`config.mk`:
```
export PLATFORM = sky130hd
export DESIGN_NAME = boot_loader_mux
export DESIGN_NICKNAME = d
export VERILOG_FILES = /design/src/rtl/boot_loader_mux.sv
export SDC_FILE = /design/constraint.sdc
export NUM_CORES = 1
export LEC_CHECK = 0
export ABC_AREA = 1
export CAP_MARGIN = 20
export CELL_PAD_IN_SITES_DETAIL_PLACEMENT = 2
export CELL_PAD_IN_SITES_GLOBAL_PLACEMENT = 2
export CORE_MARGIN = 1.5
export CORE_UTILIZATION = 32
export DETAILED_ROUTE_END_ITERATION = 8
export PLACE_DENSITY_LB_ADDON = 0.1
export REMOVE_ABC_BUFFERS = 1
export SYNTH_ARGS = -nofsm -noshare
export SYNTH_HDL_FRONTEND = slang
export SYNTH_SLANG_ARGS = --single-unit
```
`constraint.sdc`:
```
create_clock -name clk -period 8.5 [get_ports clk]
set_input_delay 2.125 -clock clk [delete_from_list [all_inputs] [get_ports clk]]
set_output_delay 2.125 -clock clk [all_outputs]
set_load 0.05 [all_outputs]
```
`src/rtl/boot_loader_mux.sv`:
```
// boot_loader_mux
// Serial boot loader sitting in front of the unified memory data port.
// Bytes arriving on rx_valid/rx_byte are packed little-endian into DATA_W-bit
// words and written from BASE_ADDR upwards while the core is held in reset.
// An idle gap of TIMEOUT cycles ends the load (a partial word is flushed with
// zero upper lanes); the port is then handed to the core through registered
// core_rst/load_done. skip boots without loading, reload returns to loading.
//
// Ports:
//   clk, rst                 clock, asynchronous active-high reset
//   rx_valid, rx_byte        received byte strobe and data
//   skip, reload             boot-without-load / return-to-load pulses
//   core_addr/wdata/we       core data-port request (only used in DONE)
//   mem_addr/wdata/we        memory data port
//   core_rst, load_done      registered handover to the core
//   word_count               words written during this load
//   overflow                 sticky: bytes arrived with capacity exhausted
module boot_loader_mux #(
    parameter int                DATA_W    = 32,
    parameter int                ADDR_W    = 32,
    parameter logic [ADDR_W-1:0] BASE_ADDR = 32'h0000_0000,
    parameter int                MAX_WORDS = 16384,
    parameter int                TIMEOUT   = 1024
) (
    input  logic                             clk,
    input  logic                             rst,
    input  logic                             rx_valid,
    input  logic [7:0]                       rx_byte,
    input  logic                             skip,
    input  logic                             reload,
    input  logic [ADDR_W-1:0]                core_addr,
    input  logic [DATA_W-1:0]                core_wdata,
    input  logic                             core_we,
    output logic [ADDR_W-1:0]                mem_addr,
    output logic [DATA_W-1:0]                mem_wdata,
    output logic                             mem_we,
    output logic                             core_rst,
    output logic                             load_done,
    output logic [$clog2(MAX_WORDS+1)-1:0]   word_count,
    output logic                             overflow
);

    localparam int BPW = DATA_W / 8;
    localparam int IW  = (BPW > 1) ? $clog2(BPW) : 1;
    localparam int CW  = $clog2(MAX_WORDS + 1);
    localparam int TW  = $clog2(TIMEOUT + 1);

    typedef enum logic [1:0] {
        ST_WAIT  = 2'd0,
        ST_LOAD  = 2'd1,
        ST_FLUSH = 2'd2,
        ST_DONE  = 2'd3
    } state_t;

    state_t              state_r;
    state_t              state_nxt_s;
    logic [IW-1:0]       idx_r;
    logic [TW-1:0]       idle_r;
    logic [DATA_W-1:0]   word_r;
    logic [ADDR_W-1:0]   addr_ptr_r;
    logic [CW-1:0]       word_count_r;
    logic                overflow_r;
    logic                mem_we_r;
    logic [ADDR_W-1:0]   mem_addr_r;
    logic [DATA_W-1:0]   mem_wdata_r;
    logic                core_rst_r;
    logic                load_done_r;

    logic                full_s;
    logic                last_lane_s;
    logic                byte_in_s;
    logic                accept_s;
    logic                drop_s;
    logic                timeout_s;
    logic                flush_s;
    logic                enter_done_s;
    logic                do_reload_s;
    logic [DATA_W-1:0]   asm_s;

    // Control decode: which byte/timeout/reload events act this cycle.
    always_comb begin
        full_s      = (word_count_r == CW'(MAX_WORDS));
        last_lane_s = (idx_r == IW'(BPW - 1));
        // In WAIT a simultaneous skip wins and the byte is dropped.
        byte_in_s   = rx_valid && ((state_r == ST_LOAD) ||
                                   ((state_r == ST_WAIT) && !skip));
        accept_s    = byte_in_s && !full_s;
        drop_s      = byte_in_s && full_s;
        // Fires on the edge where the idle count would reach TIMEOUT; a byte
        // in the same cycle takes priority.
        timeout_s   = (state_r == ST_LOAD) && !rx_valid &&
                      (idle_r == TW'(TIMEOUT - 1));
        flush_s     = timeout_s && (idx_r != {IW{1'b0}});
        do_reload_s = (state_r == ST_DONE) && reload;
        enter_done_s = (state_nxt_s == ST_DONE) && (state_r != ST_DONE);
    end

    // Byte lane insertion: current word with rx_byte placed at lane idx.
    always_comb begin
        asm_s = word_r;
        for (int l = 0; l < BPW; l++) begin
            if (idx_r == IW'(l)) begin
                asm_s[l*8 +: 8] = rx_byte;
            end else begin
                asm_s[l*8 +: 8] = word_r[l*8 +: 8];
            end
        end
    end

    // State register.
    always_ff @(posedge clk or posedge rst) begin
        if (rst) begin
            state_r <= ST_WAIT;
        end else begin
            state_r <= state_nxt_s;
        end
    end

    // Next-state logic.
    always_comb begin
        state_nxt_s = state_r;
        case (state_r)
            ST_WAIT: begin
                if (skip) begin
                    state_nxt_s = ST_DONE;
                end else if (rx_valid) begin
                    state_nxt_s = ST_LOAD;
                end else begin
                    state_nxt_s = ST_WAIT;
                end
            end
            ST_LOAD: begin
                if (timeout_s) begin
                    state_nxt_s = flush_s ? ST_FLUSH : ST_DONE;
                end else begin
                    state_nxt_s = ST_LOAD;
                end
            end
            ST_FLUSH: state_nxt_s = ST_DONE;
            ST_DONE: begin
                if (reload) begin
                    state_nxt_s = ST_WAIT;
                end else begin
                    state_nxt_s = ST_DONE;
                end
            end
            default: state_nxt_s = ST_WAIT;
        endcase
    end

    // Loader datapath: word assembly, write issue, counters and handover flags.
    always_ff @(posedge clk or posedge rst) begin
        if (rst) begin
            idx_r        <= {IW{1'b0}};
            idle_r       <= {TW{1'b0}};
            word_r       <= {DATA_W{1'b0}};
            addr_ptr_r   <= BASE_ADDR;
            word_count_r <= {CW{1'b0}};
            overflow_r   <= 1'b0;
            mem_we_r     <= 1'b0;
            mem_addr_r   <= BASE_ADDR;
            mem_wdata_r  <= {DATA_W{1'b0}};
            core_rst_r   <= 1'b1;
            load_done_r  <= 1'b0;
        end else begin
            mem_we_r <= 1'b0;

            if ((state_r == ST_LOAD) && !rx_valid) begin
                idle_r <= idle_r + TW'(1);
            end else begin
                idle_r <= {TW{1'b0}};
            end

            if (accept_s) begin
                if (last_lane_s) begin
                    // Word complete: write lands in the following cycle.
                    mem_we_r     <= 1'b1;
                    mem_addr_r   <= addr_ptr_r;
                    mem_wdata_r  <= asm_s;
                    addr_ptr_r   <= addr_ptr_r + ADDR_W'(BPW);
                    word_count_r <= word_count_r + CW'(1);
                    idx_r        <= {IW{1'b0}};
                    word_r       <= {DATA_W{1'b0}};
                end else begin
                    word_r <= asm_s;
                    idx_r  <= idx_r + IW'(1);
                end
            end else if (drop_s) begin
                overflow_r <= 1'b1;
            end else if (flush_s) begin
                // Write registered here so it is driven during FLUSH.
                if (full_s) begin
                    overflow_r <= 1'b1;
                end else begin
                    mem_we_r     <= 1'b1;
                    mem_addr_r   <= addr_ptr_r;
                    mem_wdata_r  <= word_r;
                    addr_ptr_r   <= addr_ptr_r + ADDR_W'(BPW);
                    word_count_r <= word_count_r + CW'(1);
                end
                idx_r  <= {IW{1'b0}};
                word_r <= {DATA_W{1'b0}};
            end else if (do_reload_s) begin
                idx_r        <= {IW{1'b0}};
                word_r       <= {DATA_W{1'b0}};
                addr_ptr_r   <= BASE_ADDR;
                word_count_r <= {CW{1'b0}};
                overflow_r   <= 1'b0;
            end else begin
                idx_r <= idx_r;
            end

            if (enter_done_s) begin
                core_rst_r  <= 1'b0;
                load_done_r <= 1'b1;
            end else if (do_reload_s) begin
                core_rst_r  <= 1'b1;
                load_done_r <= 1'b0;
            end else begin
                core_rst_r  <= core_rst_r;
                load_done_r <= load_done_r;
            end
        end
    end

    // Memory port mux: core owns the port only in DONE.
    always_comb begin
        if (state_r == ST_DONE) begin
            mem_addr  = core_addr;
            mem_wdata = core_wdata;
            mem_we    = core_we;
        end else begin
            mem_addr  = mem_addr_r;
            mem_wdata = mem_wdata_r;
            mem_we    = mem_we_r;
        end
    end

    assign core_rst   = core_rst_r;
    assign load_done  = load_done_r;
    assign word_count = word_count_r;
    assign overflow   = overflow_r;

endmodule

```
==> results of run 1 <==
==> Yosys cell counts (all sizes together) <==
library cell    n  area share (%)
xnor2          10            0.98
dfrtp         157              44
nor2          147             6.4
o21a            2            0.17
nand3          48             2.9
clkinv          1           0.042
o22ai          24             1.7
o21bai          2            0.17
or2             1           0.070
a21oi          83             4.8
nand4           5            0.35
clkbuf         31             1.3
xor2           17             1.7
nor3            4            0.22
o21ai         147             8.2
mux2           14             1.8
inv           137             5.8
ha              8             1.1
buf            31             2.1
nand2         384              16
dfstp           1            0.29
==> power by group through the flow <==
stage	registers [mW]	logic (mW)	clock network (mW)
detailed placement	1.01	2.33	0
CTS	0.996	2.35	0.794
finish	0.993	2.32	0.775
global route	1.01	2.50	0.822
global placement	0.997	2.28	0
floorplan	1.01	1.55	0
==> worst reg2reg max path: stages, from the launching register on <==
cell     delay [ps]
dfrtp_1         440
inv_1           110
ha_1            590
inv_1           180
nand4_1         150
buf_4           350
inv_2           240
nand2_2         350
nand2_4         440
buf_4           470
nand2_1         210
o21ai_0          90
==> layout by cell type, fill, tap and decap left out, types with 3 or more instances in the layout <==
master / instances
nor2_1: 144
mux2_2: 14
inv_1: 130
inv_6: 6
nand2_1: 380
nand3_1: 45
buf_4: 8
o21ai_0: 107
ha_1: 8
nand2_4: 3
o22ai_1: 24
dfrtp_1: 157
xor2_1: 17
o21ai_1: 40
clkdlybuf4s50_1: 160
xnor2_1: 10
clkbuf_16: 17
nor3_1: 4
inv_2: 5
nand4_1: 5
a21oi_1: 82
inv_8: 6
==> logic make-up after synthesis <==
logic type	share of synthesized area, %
multiplexers	1.76
AO/OA/AOI/OAI	15.0
adder cells (fa/ha/maj)	1.12
AND/OR/NAND/NOR	26.2
buffers and inverters	9.18
flip-flops	44.1
XOR/XNOR	2.64
==> flip-flops by register name, indices dropped and copies added, names as in the netlist <==
name and flops:
load_done 1, word_r 32, idle_r 11, mem_we_r 1, idx_r 2, word_count 15, overflow 1, core_rst 1
mem_addr_r 30, addr_ptr_r 30, mem_wdata_r 32, state_r 2
==> worst max path at each step <==
stage,to,cells past startpoint,startpoint
global route,mem_wdata[30],4,core_wdata[30]
floorplan,addr_ptr_r[10]$_DFFE_PP0P_,1,rst
CTS,mem_wdata[30],4,core_wdata[30]
global placement,mem_addr[31],4,core_addr[31]
detailed placement,mem_wdata[30],4,core_wdata[30]
finish,mem_wdata[30],4,core_wdata[30]
==> metal layers <==
metal	up-vias	global-route usage, %
met3	15	3.14
met5	-	0
met4	0	3.96
met2	118	37.1
li1	4214	-
met1	4353	27.1
==> area by class of cell <==
cell class | count | area, um2
fillers | 3283 | 16300
multi-input cells | 896 | 4200
flip-flops and latches | 158 | 3960
repair buffers | 169 | 1680
inverters | 138 | 526
well taps | 378 | 473
clock buffers | 17 | 425
clock inverters | 15 | 158
==> metrics by stage <==
stage / std cells / total power, mW
global route: 1771 / 4.33
floorplan: 1192 / 2.56
finish: 1771 / 4.09
detailed placement: 1738 / 3.34
global placement: 1738 / 3.28
CTS: 1770 / 4.14
==> results_dict.tcl, run 1 <==
set metrics [dict create \
    status "finished clean" \
    first_pass_iters 4 \
    clockPowerShare_pct 19.0 \
    finalSetupViolCount 0 \
    cts_tree "yes" \
    p_int_mw 2.02 \
    hold_viol 0 \
    drc 0 \
    max_stage_delay_ps 860 \
    yosysWarnings 0 \
    worst_hold_slack_ps 496 \
    worstSetupStartpointType "input pin" \
    postCtsHoldBufs 0 \
    vias_per_cell 4.91 \
    comb_power_share_pct 56.7 \
    post-place-ws_ps 2700 \
    min-delay-start "idle_r[0]$_DFF_PP0_" \
    fin_util_pct 41.2 \
    swShare_pct 50.6 \
    initial_core_util_pct 32.4 \
    die-height_um 170 \
    crit_required_ps 6380 \
    cts_setup_buffers 0 \
    worstMarginPinSlew_ps 720 \
    hold_path_end "idle_r[0]$_DFF_PP0_" \
    drt-total-wl_um 29000 \
    avgRoutedWirePerCell_um 16.4 \
    layout.nets 1466 \
    p_leak_nw 4.95 \
    cp.arrival_ps 3670 \
    path_clk_slew_ps 80 \
    fin_ws_ps 2700 \
    switchingPower_mw 2.07 \
    hold_path_class "reg -> reg" \
    portBuffers 160 \
    placed_cell_area_mm2 0.0108 \
    maxCapViolations 0 \
    cp_max_fo 1 \
    clock_skew_ps 17.1 \
    design.core.area_mm2 0.0277 \
    syn_area_mm2 0.00897 \
    reg2reg_depth 11 \
    ios 161 \
    rsz0062_at_grt "no" \
    cts_max_path_buffers 2 \
    drive_gt1_share_pct 5.38 \
    path_class "in -> out" \
    r2r_start "idx_r[0]$_DFFE_PP0P_" \
    grt_usage_pct 20.9 \
    post-route-period-util_pct 68.2 \
    first_iter_violations 286 \
    top_layer "met4" \
    whs_path_depth 1 \
    fin_setup_tns_ps 0 \
    cts_max_level 4 \
    path_buf_inv 2 \
    ys_types 34 \
    antenna_found_initial 0 \
    seq_area_frac_synth_pct 44.1 \
    num_rows 61 \
    area_delta_synth_final_pct 27.3 \
    diodes 0 \
    grt_pass1_vias 9375 \
    fin_area_mm2 0.0114 \
    end_kind "output pin" \
    r2r_setup_slack_ps 4740 \
    m1WireLength_um 13600 \
    p_per_area_mw_per_mm2 358 \
    synthCells 1254 \
    slew_viol_final 0 \
    cp_slowest_cell "clkdlybuf4s50_1" \
    die_w_um 170 \
    die_area_mm2 0.0290 \
    peakVddDrop_mv 0.234 \
    ctsResizeCount 0 \
    clock_latency_ps 440 \
    routed-wl-met3_um 846 \
    grt_pass1_wl_um 48300 \
    crit_chain "clkdlybuf4s50_1, nor2_1, a21oi_1, clkdlybuf4s50_1" \
    crit_family "buffers and inverters" \
    fmax_mhz 172 \
    vias 8700 \
    crit_top_cell "clkdlybuf4s50_1" \
    clock_sinks 158 \
    p_seq_share_pct 24.3 \
    final_antenna_net_count 0 \
    met2_length_um 14300 \
    slew_headroom_pct 52.0 \
    synth_area_per_cell_um2 7.15 \
    period_minus_slack_ps 5800 \
    r2r-end "mem_wdata_r[27]$_DFFE_PP0P_" \
    root_buffer "clkbuf_16" \
    gp_congestion 0.772 \
    grt-ovfl-total 0 \
    cts_buffers 17 \
    dp_hpwl_um 20100 \
    synth-seq-cells 158 \
    grt_max_degree 73 \
]
(Power assumes the default switching activity.)
==> inputs of run 2 (changes only) <==
CORE_UTILIZATION = 27   (was 32)
clock period = 5.3 ns   (was 8.5 ns; I/O delays follow)
==> run 2 against run 1 <==
Against the previous run:
- clock power increased by 63%
- wire length rose by 1.8%
- flip-flop and latch count unchanged
- first-iteration DRC count is 6.6% lower
- critical path type is now reg -> out
- die area up 18%
- critical path depth is the same
- hold slack got worse by 33 ps
- via count down 0.82%
==> results_dict.tcl, run 2 (synthesis gave the netlist of run 1 again) <==
set metrics [dict create \
    status "finished clean" \
    clock_sinks 158 \
    p_leak_nw 4.96 \
    worstMarginPinSlew_ps 908 \
    portBuffers 160 \
    swShare_pct 49.6 \
    avgRoutedWirePerCell_um 16.0 \
    ctsResizeCount 0 \
    diodes 0 \
    path_clk_slew_ps 70 \
    cts_tree "yes" \
    initial_core_util_pct 27.5 \
    drt-total-wl_um 29500 \
    clock_skew_ps 15.4 \
    grt_max_degree 91 \
    switchingPower_mw 3.27 \
    grt_pass1_vias 9370 \
    end_kind "output pin" \
    final_cell_mix "nand2_1 (380), clkdlybuf4s50_1 (160), dfrtp_1 (157)" \
    fin_ws_ps 1100 \
    clock_latency_ps 440 \
    clockPowerShare_pct 19.2 \
    antenna_found_initial 0 \
    dp_hpwl_um 20600 \
    cts_buffers 17 \
    drive_gt1_share_pct 5.52 \
    fmax_mhz 238 \
    cts_setup_buffers 0 \
    path_class "reg -> out" \
    p_per_area_mw_per_mm2 571 \
    power_mw 6.58 \
    finalSetupViolCount 0 \
    cts_max_level 4 \
    design.core.area_mm2 0.0326 \
    reg2reg_depth 11 \
    peakVddDrop_mv 0.403 \
    whs_path_depth 1 \
    die_area_mm2 0.0343 \
    drc 0 \
    root_buffer "clkbuf_16" \
    rsz0062_at_grt "no" \
    maxCapViolations 0 \
    vias 8629 \
    worstSetupStartpointType "flip-flop" \
    critical_path.startpoint "state_r[0]$_DFF_PP0_" \
    layout_commonest_cell "nand2_1" \
    reg_top3 "mem_wdata_r: 32 flops, word_r: 32 flops" \
    hold_viol 0 \
    grt_pass1_wl_um 49100 \
    slew_viol_final 0 \
    min-delay-start "idle_r[0]$_DFF_PP0_" \
    grt_usage_pct 18.1 \
    postCtsHoldBufs 0 \
    comb_power_share_pct 56.7 \
    post-place-ws_ps 1150 \
    p_int_mw 3.31 \
    r2r_start "idx_r[0]$_DFFE_PP0P_" \
    cts_max_path_buffers 2 \
    final_antenna_net_count 0 \
    area_delta_synth_final_pct 28.6 \
    p_seq_share_pct 24.1 \
    layout.nets 1469 \
    die-height_um 185 \
    post-route-period-util_pct 79.2 \
    fin_util_pct 35.4 \
    hold_path_class "reg -> reg" \
    ios 161 \
    gp_congestion 0.750 \
    cp.arrival_ps 2870 \
    num_rows 66 \
    slew_headroom_pct 39.4 \
    grt-ovfl-total 0 \
    die_w_um 185 \
    cp_max_fo 72 \
    first_pass_iters 4 \
    first_iter_violations 267 \
    crit_required_ps 3970 \
    vias_per_cell 4.69 \
    period_minus_slack_ps 4200 \
]
## run 2: critical path, cell delays in order, from the launching register on
cell	delay, ps
dfrtp_1	470
nand2_4	470
buf_12	340
mux2_2	370
clkdlybuf4s50_1	700
## run 2: final timing paths
check                                             to  slack, ps
setup / recovery                              mem_we       1100
hold / removal                   idle_r[0]$_DFF_PP0_        460
setup reg to reg           word_count[1]$_DFFE_PP0P_       2100
hold reg to reg                  idle_r[0]$_DFF_PP0_        460
max in group asynchronous  addr_ptr_r[7]$_DFFE_PP0P_       2860
min in group asynchronous        idle_r[3]$_DFF_PP0_       1460
## run 2: layer usage
metal	global-route usage, %	wire length (um)	up-vias
li1	-	-	4222
met1	23.6	14200	4291
met2	31.4	14200	103
met3	2.71	878	13
met4	4.00	222	0
met5	0	0	-
## run 2: power groups by stage
stage | combinational, mW | clock (mW) | sequential (mW)
global placement | 3.71 | 0 | 1.60
floorplan | 2.48 | 0 | 1.62
finish | 3.73 | 1.26 | 1.59
global route | 4.03 | 1.36 | 1.62
CTS | 3.80 | 1.30 | 1.59
detailed placement | 3.79 | 0 | 1.61
## run 2: layout make-up
type / count / area, um2
inverters: 138 / 526
multi-input cells: 896 / 4200
clock buffers: 21 / 470
flip-flops and latches: 158 / 3960
clock inverters: 11 / 119
well taps: 442 / 553
repair buffers: 172 / 1720
fillers: 3795 / 21100
## run 2: per-stage QoR
stage | cells | TNS, ps | hold slack, ps | area (um2)
floorplan | 1192 | -44990 | 433 | 8660
finish | 1838 | 0 | 464 | 11500
detailed placement | 1806 | 0 | 458 | 10900
CTS | 1838 | 0 | 468 | 11500
global route | 1838 | 0 | 511 | 11500
global placement | 1806 | 0 | 456 | 10900
